### config.mk
export PLATFORM = sky130hd
export DESIGN_NAME = score_overlay
export DESIGN_NICKNAME = d
export VERILOG_FILES = /design/src/rtl/score_overlay.sv
export SDC_FILE = /design/constraint.sdc
export NUM_CORES = 1
export LEC_CHECK = 0
export ABC_AREA = 1
export CAP_MARGIN = 40
export CORE_UTILIZATION = 35
export CTS_CLUSTER_DIAMETER = 80
export DETAILED_ROUTE_END_ITERATION = 8
export PLACE_DENSITY_LB_ADDON = 0.2
export SYNTH_ARGS = -nofsm -noshare
export SYNTH_HDL_FRONTEND = slang
export SYNTH_SLANG_ARGS = --single-unit
### constraint.sdc
create_clock -name clk -period 4.2 [get_ports clk]
set_input_delay 0.63 -clock clk [delete_from_list [all_inputs] [get_ports clk]]
set_output_delay 0.63 -clock clk [all_outputs]
set_load 0.02 [all_outputs]
### src/rtl/score_overlay.sv
// N-digit packed-BCD score register with an 8x8-font raster overlay (2-cycle pixel pipeline).
// Optional leading-zero blanking is enabled by defining SCORE_OVERLAY_LEADING_ZERO_BLANK_EN.
module score_overlay #(
  parameter int NUM_DIGITS = 4,
  parameter int SCALE_LOG2 = 0,
  parameter int HW         = 11,
  parameter int VW         = 10,
  parameter int X_INIT     = 225,
  parameter int Y_INIT     = 441
) (
  input  logic                    clk,
  input  logic                    reset,
  input  logic                    chipselect,
  input  logic                    write,
  input  logic [2:0]              address,
  input  logic [31:0]             writedata,
  input  logic                    inc_pulse,
  input  logic [HW-1:0]           hcount,
  input  logic [VW-1:0]           vcount,
  input  logic                    pixel_valid,
  output logic [4*NUM_DIGITS-1:0] score_bcd,
  output logic                    overflow,
  output logic                    pix_on,
  output logic [23:0]             pix_rgb
);

  localparam int SW          = 4 * NUM_DIGITS;
  localparam int GLYPH_SHIFT = 3 + SCALE_LOG2;
  localparam logic [31:0] BOX_W = 32'(NUM_DIGITS) << GLYPH_SHIFT;
  localparam logic [31:0] BOX_H = 32'd8 << SCALE_LOG2;
  localparam logic [SW-1:0] ALL_NINES = {NUM_DIGITS{4'h9}};

`ifdef SCORE_OVERLAY_LEADING_ZERO_BLANK_EN
  localparam bit LZ_BLANK_EN = 1'b1;
`else
  localparam bit LZ_BLANK_EN = 1'b0;
`endif

  logic [HW-1:0] pos_x;
  logic [VW-1:0] pos_y;
  logic          enable;
  logic          wrap;
  logic [23:0]   colour;

  logic          bus_wr;
  logic          unused_bits;
  assign bus_wr      = chipselect && write;
  assign unused_bits = &{1'b0, writedata};

  function automatic logic [7:0] font_row(input logic [3:0] d, input logic [2:0] r);
    logic [63:0] g;
    logic [2:0]  ri;
    case (d)
      4'd0:    g = 64'h3C66_6E7E_7666_3C00;
      4'd1:    g = 64'h1838_1818_1818_7E00;
      4'd2:    g = 64'h3C66_061C_3066_7E00;
      4'd3:    g = 64'h3C66_061C_0666_3C00;
      4'd4:    g = 64'h0C1C_2C4C_7E0C_0C00;
      4'd5:    g = 64'h7E60_7C06_0666_3C00;
      4'd6:    g = 64'h3C66_607C_6666_3C00;
      4'd7:    g = 64'h7E06_0C18_3030_3000;
      4'd8:    g = 64'h3C66_663C_6666_3C00;
      4'd9:    g = 64'h3C66_663E_0666_3C00;
      default: g = 64'h0;
    endcase
    ri = 3'd7 - r;
    return g[{ri, 3'b000} +: 8];
  endfunction

  // Decimal +1 with full ripple; invalid nibbles behave as 9 only when the carry reaches them.
  logic [SW-1:0] inc_score;
  logic          roll;
  logic [3:0]    digit;
  logic [3:0]    clamped;

  always_comb begin
    inc_score = score_bcd;
    roll      = 1'b1;
    digit     = 4'd0;
    clamped   = 4'd0;
    for (int i = 0; i < NUM_DIGITS; i++) begin
      digit   = score_bcd[4*i +: 4];
      clamped = (digit > 4'd9) ? 4'd9 : digit;
      if (roll) begin
        if (clamped == 4'd9) begin
          inc_score[4*i +: 4] = 4'd0;
        end else begin
          inc_score[4*i +: 4] = clamped + 4'd1;
          roll = 1'b0;
        end
      end
    end
    if (roll) inc_score = wrap ? '0 : ALL_NINES;
  end

  always_ff @(posedge clk or posedge reset) begin
    if (reset) begin
      pos_x     <= HW'(X_INIT);
      pos_y     <= VW'(Y_INIT);
      enable    <= 1'b1;
      wrap      <= 1'b0;
      colour    <= '0;
      score_bcd <= '0;
      overflow  <= 1'b0;
    end else begin
      if (bus_wr) begin
        case (address)
          3'd0: pos_x <= writedata[HW-1:0];
          3'd1: pos_y <= writedata[VW-1:0];
          3'd3: begin
            enable <= writedata[0];
            wrap   <= writedata[1];
          end
          3'd4: colour <= writedata[23:0];
          default: ;
        endcase
      end
      // Bus load and clear take priority; a coincident increment is dropped.
      if (bus_wr && address == 3'd2) begin
        score_bcd <= writedata[SW-1:0];
      end else if (bus_wr && address == 3'd3 && writedata[2]) begin
        score_bcd <= '0;
        overflow  <= 1'b0;
      end else if (inc_pulse) begin
        score_bcd <= inc_score;
        if (roll) overflow <= 1'b1;
      end
    end
  end

  logic [HW-1:0] dx;
  logic [VW-1:0] dy;
  logic [HW-1:0] slot;
  logic          inbox;
  assign dx    = hcount - pos_x;
  assign dy    = vcount - pos_y;
  assign slot  = dx >> GLYPH_SHIFT;
  assign inbox = (hcount >= pos_x) && (32'(dx) < BOX_W) &&
                 (vcount >= pos_y) && (32'(dy) < BOX_H);

  // Slot 0 is leftmost, i.e. the most significant nibble.
  logic [3:0] sel_nibble;
  logic       sel_blank;
  logic       zero_prefix;

  always_comb begin
    sel_nibble  = 4'd0;
    sel_blank   = 1'b0;
    zero_prefix = 1'b1;
    for (int s = 0; s < NUM_DIGITS; s++) begin
      zero_prefix = zero_prefix && (score_bcd[4*(NUM_DIGITS-1-s) +: 4] == 4'd0);
      if (slot == HW'(s)) begin
        sel_nibble = score_bcd[4*(NUM_DIGITS-1-s) +: 4];
        sel_blank  = LZ_BLANK_EN && zero_prefix && (s != NUM_DIGITS - 1);
      end
    end
  end

  logic       inbox_d;
  logic       valid_d;
  logic       blank_d;
  logic [3:0] nibble_d;
  logic [2:0] row_d;
  logic [2:0] col_d;

  always_ff @(posedge clk or posedge reset) begin
    if (reset) begin
      inbox_d  <= 1'b0;
      valid_d  <= 1'b0;
      blank_d  <= 1'b0;
      nibble_d <= 4'd0;
      row_d    <= 3'd0;
      col_d    <= 3'd0;
    end else begin
      inbox_d  <= inbox;
      valid_d  <= pixel_valid;
      blank_d  <= sel_blank;
      nibble_d <= sel_nibble;
      row_d    <= dy[SCALE_LOG2 +: 3];
      col_d    <= dx[SCALE_LOG2 +: 3];
    end
  end

  logic [7:0] glyph_bits;
  logic       fg;
  assign glyph_bits = font_row(nibble_d, row_d);
  assign fg = glyph_bits[3'd7 - col_d] && inbox_d && valid_d && enable && !blank_d;

  always_ff @(posedge clk or posedge reset) begin
    if (reset) begin
      pix_on  <= 1'b0;
      pix_rgb <= '0;
    end else begin
      pix_on  <= fg;
      pix_rgb <= fg ? colour : 24'h0;
    end
  end

endmodule

==> results of run 1 <==
sequential cells by signal, summed over array words and instances, names as in the netlist:
name       count
pix_on         1
pos_y         10
score_bcd     16
inbox_d        1
colour        24
col_d          3
pos_x         11
nibble_d       4
wrap           1
pix_rgb       24
valid_d        1
row_d          3
overflow       1
enable         1
through the flow:
stage          util (%)  hold slack [ns]  std cells  total power, mW  cell area (um^2)
6_report          44.30           0.4824       1158            3.723              7662
5_1_grt           44.30           0.4974       1158            4.030              7662
4_1_cts           44.30           0.4824       1158            3.760              7662
3_5_place_dp      42.64           0.4726       1142            2.902              7375
3_3_place_gp      42.64           0.4661       1142            2.900              7375
2_1_floorplan         -           0.4530        839            2.421              6207
layout make-up:
cell class | instances | area share [%]
inverter | 154 | 7.577
tap | 225 | 3.674
clock buffer | 12 | 3.086
sequential | 101 | 33.16
clock inverter | 4 | 0.6695
multi-input combinational | 565 | 39.06
timing repair buffer | 97 | 12.77
worst reg2reg max path: cells and delay by family (launching register included):
family | cells | cell delay (ns)
and+or+nand+nor | 7 | 0.98
AOI/OAI and AO/OA | 4 | 0.54
DFF | 1 | 0.45
buffers and inverters | 3 | 0.42
adders and majority gates | 1 | 0.14
final timing paths:
check | start | end | slack [ns] | depth (start not counted)
min in group asynchronous | reset | pix_rgb[3] | 0.71 | 2
min | colour[11] | colour[11] | 0.48 | 2
max in group asynchronous | reset | pos_x[7] | 2.73 | 3
max reg2reg | score_bcd[1] | score_bcd[15] | 1.55 | 15
max | hcount[0] | nibble_d[1] | 1.25 | 15
min reg2reg | colour[11] | colour[11] | 0.48 | 2
power by group:
| group | internal [mW] | switching [mW] |
|---|---|---|
| registers | 1.18 | 0.191 |
| logic | 0.635 | 0.898 |
| clock network | 0.463 | 0.360 |
cell usage after synthesis:
master    instances
inv_2             3
nand2_1         204
or2_2             5
o211ai_1          5
a21oi_2           1
nand2_2           2
ha_1             36
buf_6             2
o21bai_1          3
nor4_1            2
o32ai_1           4
nor3_1            3
and3_1            1
o21ai_0          71
nand3_1          64
o21ai_1           4
nand3b_1          3
clkinv_1          1
nor2_2           12
a22oi_1           3
fa_1              2
nor2_1           64
xnor2_1           6
clkbuf_1         10
nor3_2            1
nand4_1          17
a31oi_1           7
nor3_4            1
buf_2             7
xor2_1            4
a21oi_1          34
o21ai_2           2
dfrtp_1          90
nand3_4           1
nor2_4            2
dfstp_2          11
inv_1           150
o31ai_1           1
metal layers:
metal,GRT usage (%),routed length [um],vias to the layer above,part of all wire [%]
met1,24.24,7412,2505,46
met5,0,0,-,0
met3,3.292,653,16,4.1
met4,5.556,261,0,1.6
li1,-,-,2852,-
met2,32.08,7759,117,48
cell families after synthesis:
kind of cell | Yosys count
adder cells (fa/ha/maj) | 38
flip-flops | 101
AO/OA/AOI/OAI | 135
XOR/XNOR | 10
buffers and inverters | 173
AND/OR/NAND/NOR | 382
==> impl_metrics.toml, run 1 <==
[pwr]
power.leakage_nw = 3.832
power_density_nw_per_um2 = 485.9
ir_drop_v = 0.0003485

[timing]
skew_ns = 0.007543
fin_crit_sh_pct = 70.16
setup_violations = 0
drv_slew = 0
slew_headroom_pct = 57.30
period_needed_ns = 2.947
rsz0062_at_grt = "no"
timing.final.ws_setup_ns = 1.253
tns_ns = 0
max_freq_ghz = 0.3394
hold_viol = 0
tightest_slew_ns = 0.6390

[grt]
grt_pass1_vias = 5338
grt_overflow = 0
grt_pass1_wl_um = 26470
antenna_found_initial = 2
grt_max_degree = 55
gr-usage-all-layers_pct = 18.81

[clock_tree]
htreeDepth = 3
cts_resized = 0
insertion_delay_ns = 0.35
path_clk_slew_ns = 0.06
clk_path_buf_depth = 2
root_buffer = "clkbuf_16"
cts_sinks = 101
holdBufCountCts = 0
cts_setup_buffers = 0
tritoncts = "yes"
cts_buffers = 9

[logic_synthesis]
synth_top_family_by_area = "simple AND/OR/NAND/NOR gates"
synth_seq_area_share_pct = 40.94
synthXorXnorAreaFrac_pct = 1.411
synth_top_area_share_pct = 36.28
syn_inst = 839
synth_compound_area_share_pct = 11.93
yosys.area_share.simple_pct = 26.97
syn_nets = 939
syn_area_um2 = 6207
synth_mux_area_share_pct = 0
synth_seq_cells = 101
yosysTopAreaCell = "dfrtp_1"
synthTopCellsByArea = "dfrtp_1, nand2_1, inv_1"
syn_avg_cell_area_um2 = 7.398
synth.distinct_cells = 38
yosys_warnings = 0
synthAdderAreaFrac_pct = 7.902

[worst_setup_path]
critPathMaxStageDelay_ns = 0.48
crit_buf_inv = 3
path_cells = "clkdlybuf4s50_1 -> inv_1 -> ha_1 -> fa_1 -> inv_1 -> nand3_1 -> nand3_1 -> nand2_1 -> nand2_1 -> nand2_1 -> nand2_1 -> nand2_1 -> nor3_2 -> nand3_1 -> nand4_1"
crit_path_top_delay_cell = "nor3_2"
path_class = "in -> reg"
critPathMaxFanout = 12
start_kind = "input pin"
worst_ep_required_time_ns = 4.47
endpoint_kind = "flop"
cpMostUsedCell = "nand2_1"
critPathTopFamily = "simple AND/OR/NAND/NOR gates"
arrival_ns = 3.22

[finish]
drive_gt1_share_pct = 6.109
antenna_cells = 0
final_cell_mix = "nand2_1, inv_1, clkdlybuf4s50_1, dfrtp_1, o21ai_0"
area_growth_pct = 23.44
fill_cells = 1783
num-nets-final = 1028
layout_commonest_cell = "nand2_1"
multi_input_area_um2 = 2993
ff_latch_area_um2 = 2541

[floorplan]
die_area_um2 = 18270
die_y_um = 135.2
boundaryPins = 104
start_util_pct = 35.89
die_x_um = 135.2
core_um2 = 17300
rows = 48

[routing]
dr.pass1.iters = 4
drt-initial-drc-count = 264
num_vias = 5490
drc = 0
wirelength_um = 16090
viasPerCell = 4.741
ant_nets = 0
wl_per_cell_um = 13.89

[placed_design]
port_buffers = 95
dp_slack_ns = 0.9007
gp_congestion = 0.8998
hpwl_um = 12040

[status]
status = "completed"

[worst_hold_path]
min_path_type = "reg -> reg"

[run]
cap_violations = 0
Power figures use the tool's default switching activity.
==> inputs of run 2 (changes only) <==
==> constraint.sdc (replaced) <==
create_clock -name clk -period 2.7 [get_ports clk]
set_input_delay 0.405 -clock clk [delete_from_list [all_inputs] [get_ports clk]]
set_output_delay 0.405 -clock clk [all_outputs]
set_load 0.02 [all_outputs]
==> run 2 against run 1 <==
  * Clock power grew 60%
  * Utilization grew 0.78 points
  * Wire length grew 3.9%
  * Sequential share of layout area shrank 0.57 points
  * Sequential power grew 55%
  * Total power grew 59%
  * Clock skew grew 0.0028 ns
  * Largest cell class unchanged
==> impl_metrics.toml, run 2 (synthesis results as in run 1) <==
[clock_tree]
holdBufCountCts = 0
cts_resized = 0
htreeDepth = 3
root_buffer = "clkbuf_16"
tritoncts = "yes"
insertion_delay_ns = 0.36
path_clk_slew_ns = 0.07
cts_sinks = 101
cts_setup_buffers = 0
cts_buffers = 9
clk_path_buf_depth = 2

[finish]
num-nets-final = 1045
antenna_cells = 0
fill_cells = 1798
ff_latch_area_um2 = 2541
final_cell_mix = "nand2_1, inv_1, clkdlybuf4s50_1, dfrtp_1, o21ai_0"
largestRegisters = "colour: 24 flops, pix_rgb: 24 flops, score_bcd: 16 flops"
area_growth_pct = 25.62
stdcell_count = 1175
layout_commonest_cell = "nand2_1"
multi_input_area_um2 = 2993
drive_gt1_share_pct = 8.000

[pwr]
ir_drop_v = 0.0005346
power.leakage_nw = 3.923
power_density_nw_per_um2 = 758.5

[grt]
grt_overflow = 0
grt_pass1_wl_um = 27030
gr-usage-all-layers_pct = 19.37
grt_max_degree = 102
grt_pass1_vias = 5329
antenna_found_initial = 0

[worst_setup_path]
crit_path_top_delay_cell = "dfrtp_1"
arrival_ns = 2.68
endpoint_kind = "flop"
path_cells = "inv_1 -> ha_1 -> inv_1 -> o211ai_1 -> nand2_1 -> nand2_1 -> nand3_1 -> nand2_1 -> nand3_1 -> nand3_1 -> nand3_4 -> nor2_1"
crit_buf_inv = 2
critPathMaxFanout = 25
worst_ep_required_time_ns = 2.98
critPathTopFamily = "simple AND/OR/NAND/NOR gates"
path_class = "reg -> reg"
critPathMaxStageDelay_ns = 0.49
start_kind = "flop"

[timing]
drv_slew = 0
fin_crit_sh_pct = 88.91
slew_headroom_pct = 56.49
hold_viol = 0
hold_ws_ns = 0.4813
tns_ns = 0
skew_ns = 0.01029
max_freq_ghz = 0.4166
period_needed_ns = 2.400
rsz0062_at_grt = "no"
tightest_slew_ns = 0.6509
setup_violations = 0

[floorplan]
core_um2 = 17300
die_x_um = 135.2
rows = 48
start_util_pct = 35.89
boundaryPins = 104
die_y_um = 135.2
die_area_um2 = 18270

[routing]
num_vias = 5641
dr.pass1.iters = 6
wl_per_cell_um = 14.23
ant_nets = 0
drt-initial-drc-count = 339
viasPerCell = 4.801
drc = 0
wirelength_um = 16720

[status]
status = "completed"

[placed_design]
port_buffers = 95
hpwl_um = 12490
dp_cells = 1159
gp_congestion = 0.9134

[run]
cap_violations = 0

[worst_hold_path]
min_path_type = "reg -> reg"
-- run 2: changes by cell type in the layout (fill, tap and decap cells not counted) --
cell and delta:
bufinv_16 -1, inv_4 -1, clkinv_4 -1, clkbuf_1 -2, buf_4 +17, clkbuf_8 +2
clkinv_2 -1, inv_8 +1, inv_6 +3
-- run 2: worst min-delay path, delay by kind of cell, from the launching register on --
kind,cells,cell delay (ns)
simple gates,1,0.03
flops,1,0.37
buf+inv,1,0.05
-- run 2: report_power, final --
part | total [mW] | switching [mW] | internal [mW]
clock | 1.32 | 0.625 | 0.694
combinational | 2.46 | 1.43 | 1.03
sequential | 2.13 | 0.302 | 1.83
total | 5.91 | 2.36 | 3.56
-- run 2: worst paths after layout --
check                            start           end  slack (ns)  cells past startpoint
max                        nibble_d[0]   pix_rgb[16]        0.30                     12
min                         colour[14]   pix_rgb[14]        0.48                      2
max reg2reg                nibble_d[0]   pix_rgb[16]        0.30                     12
min reg2reg                 colour[14]   pix_rgb[14]        0.48                      2
max in group asynchronous        reset      pos_y[2]        1.73                      3
min in group asynchronous        reset  score_bcd[9]        0.50                      3
-- run 2: layer usage --
layer | vias up | GRT usage [%] | share of wire (%)
met2 | 133 | 32.76 | 49
met3 | 24 | 3.030 | 4.2
met4 | 0 | 6.866 | 2.2
met5 | - | 0 | 0
li1 | 2876 | - | -
met1 | 2608 | 24.97 | 45
-- run 2: area by class of cell --
cell class / instances / area share (%)
Timing Repair Buffer: 114 / 14.18
Sequential cell: 101 / 32.59
Tap cell: 225 / 3.610
Multi-Input combinational cell: 565 / 38.38
Clock inverter: 4 / 0.4814
Clock buffer: 12 / 3.289
Inverter: 154 / 7.461
-- run 2: per-stage QoR --
step | setup WS, ns | util (%) | total power [mW] | instance area, um^2
after floorplan | 0.5413 | - | 3.766 | 6211
after global placement | -0.03994 | 43.38 | 4.612 | 7503
after detailed placement | -0.05246 | 43.38 | 4.607 | 7503
after CTS | 0.3031 | 45.08 | 5.964 | 7797
after global routing | 0.008357 | 45.08 | 6.380 | 7797
final | 0.2995 | 45.08 | 5.914 | 7797
==> inputs of run 3 (changes only) <==
--- a/config.mk
+++ b/config.mk
@@ -6,7 +6,7 @@
 export NUM_CORES = 1
 export LEC_CHECK = 0
 export ABC_AREA = 1
-export CAP_MARGIN = 40
+export CORE_MARGIN = 3
 export CORE_UTILIZATION = 35
 export CTS_CLUSTER_DIAMETER = 80
 export DETAILED_ROUTE_END_ITERATION = 8
==> constraint.sdc (replaced) <==
create_clock -name clk -period 2.6 [get_ports clk]
set_input_delay 0.39 -clock clk [delete_from_list [all_inputs] [get_ports clk]]
set_output_delay 0.39 -clock clk [all_outputs]
set_load 0.02 [all_outputs]
==> run 3 against run 2 <==
  * Worst setup slack improved by 0.0041 ns
  * Critical endpoint is now nibble_d[3]
  * Critical path type is now in -> reg
  * Largest power group unchanged
  * Non-clock buffer count up 10
  * Sequential share of layout area shrank 0.48 points
==> impl_metrics.toml, run 3 (synthesis results as in run 1) <==
[clock_tree]
cts_sinks = 101
path_clk_slew_ns = 0.07
cts_resized = 0
tritoncts = "yes"
cts_setup_buffers = 0
cts_buffers = 9
clk_path_buf_depth = 2
holdBufCountCts = 0
root_buffer = "clkbuf_16"
insertion_delay_ns = 0.35
htreeDepth = 3

[floorplan]
die_x_um = 139.2
die_area_um2 = 19370
boundaryPins = 104
start_util_pct = 35.76
core_um2 = 17360
die_y_um = 139.2
rows = 48

[timing]
tns_ns = 0
hold_viol = 0
slew_headroom_pct = 56.12
drv_slew = 0
skew_ns = 0.008723
fin_crit_sh_pct = 88.32
period_needed_ns = 2.296
tightest_slew_ns = 0.6566
rsz0062_at_grt = "no"
max_freq_ghz = 0.4355
setup_violations = 0
timing.final.ws_setup_ns = 0.3036

[grt]
grt_overflow = 0
gr-usage-all-layers_pct = 17.82
grt_max_degree = 49
antenna_found_initial = 0
grt_pass1_vias = 5458
grt_pass1_wl_um = 27760

[run]
cap_violations = 0

[finish]
antenna_cells = 0
num-nets-final = 1055
stdcell_count = 1184
largestRegisters = "colour: 24 flops, pix_rgb: 24 flops, score_bcd: 16 flops"
layout_commonest_cell = "nand2_1"
drive_gt1_share_pct = 9.281
finish.utilization_pct = 45.60
final_cell_mix = "nand2_1, inv_1, clkdlybuf4s50_1, dfrtp_1, o21ai_0"
area_growth_pct = 27.49

[routing]
ant_nets = 0
wirelength_um = 16890
dr.pass1.iters = 5
viasPerCell = 4.811
drt-initial-drc-count = 397
drc = 0
wl_per_cell_um = 14.26
num_vias = 5696

[worst_setup_path]
arrival_ns = 2.58
start_kind = "input pin"
critPathMaxFanout = 4
path_class = "in -> reg"
endpoint_kind = "flop"
worst_ep_required_time_ns = 2.88

[placed_design]
hpwl_um = 13010
gp_congestion = 0.9311
dp_cells = 1169
port_buffers = 95
dp_slack_ns = -0.1780

[pwr]
ir_drop_v = 0.0004870
power_density_nw_per_um2 = 772.2
power.leakage_nw = 3.977

[status]
status = "completed"

[worst_hold_path]
min_path_type = "in -> async"
[run 3: path summary, 6_finish.rpt]
path                                from            end  slack [ns]  depth (start not counted)
max in group asynchronous          reset       pos_x[5]        1.54                          3
min reg2reg                    colour[3]      colour[3]        0.48                          2
min                                reset    pix_rgb[16]        0.43                          2
max                            hcount[0]    nibble_d[3]        0.30                         17
min in group clk               colour[3]      colour[3]        0.48                          2
max reg2reg                score_bcd[11]  score_bcd[15]        0.33                         15
[run 3: metrics by stage]
step | instance area (um^2) | total power, mW | hold WS, ns
after detailed placement | 7629 | 4.825 | 0.4727
final | 7914 | 6.111 | 0.4261
after CTS | 7904 | 6.149 | 0.4389
after floorplan | 6211 | 3.911 | 0.4214
after global routing | 7914 | 6.620 | 0.4617
after global placement | 7629 | 4.820 | 0.4657
[run 3: cell type report]
type / instances / area, um^2
Tap cell: 225 / 281.5
Sequential cell: 101 / 2541
Multi-Input combinational cell: 565 / 3003
Inverter: 154 / 581.8
Fill cell: 1793 / 9443
Clock buffer: 10 / 239.0
Timing Repair Buffer: 124 / 1231
Clock inverter: 5 / 36.28
[run 3: where the power goes]
| group | switching [mW] | total (mW) | internal [mW] | leakage (nW) |
|---|---|---|---|---|
| Sequential | 0.298 | 2.20 | 1.90 | 1.26 |
| Clock | 0.624 | 1.30 | 0.673 | 0.127 |
| Combinational | 1.51 | 2.62 | 1.11 | 2.59 |
[run 3: worst max-delay path: stages]
cell and delay (ns):
clkdlybuf4s50_1 0.45, inv_1 0.05, ha_1 0.22, fa_1 0.38
inv_1 0.09, nand3_1 0.08, nand3_2 0.09, nand2_1 0.07
nand2_1 0.06, nand2_1 0.04, nand2_1 0.05, nand2_1 0.09
inv_1 0.07, nand3_1 0.12, nor2_2 0.18, nand2_1 0.07
nand4_1 0.08
[run 3: layer usage]
| layer | GRT usage, % | share of wire (%) | up-vias |
|---|---|---|---|
| met5 | 0 | 0 | - |
| met4 | 4.222 | 1.8 | 0 |
| met3 | 3.172 | 3.7 | 24 |
| met2 | 30.63 | 49 | 128 |
| met1 | 23.46 | 46 | 2632 |
| li1 | - | - | 2912 |
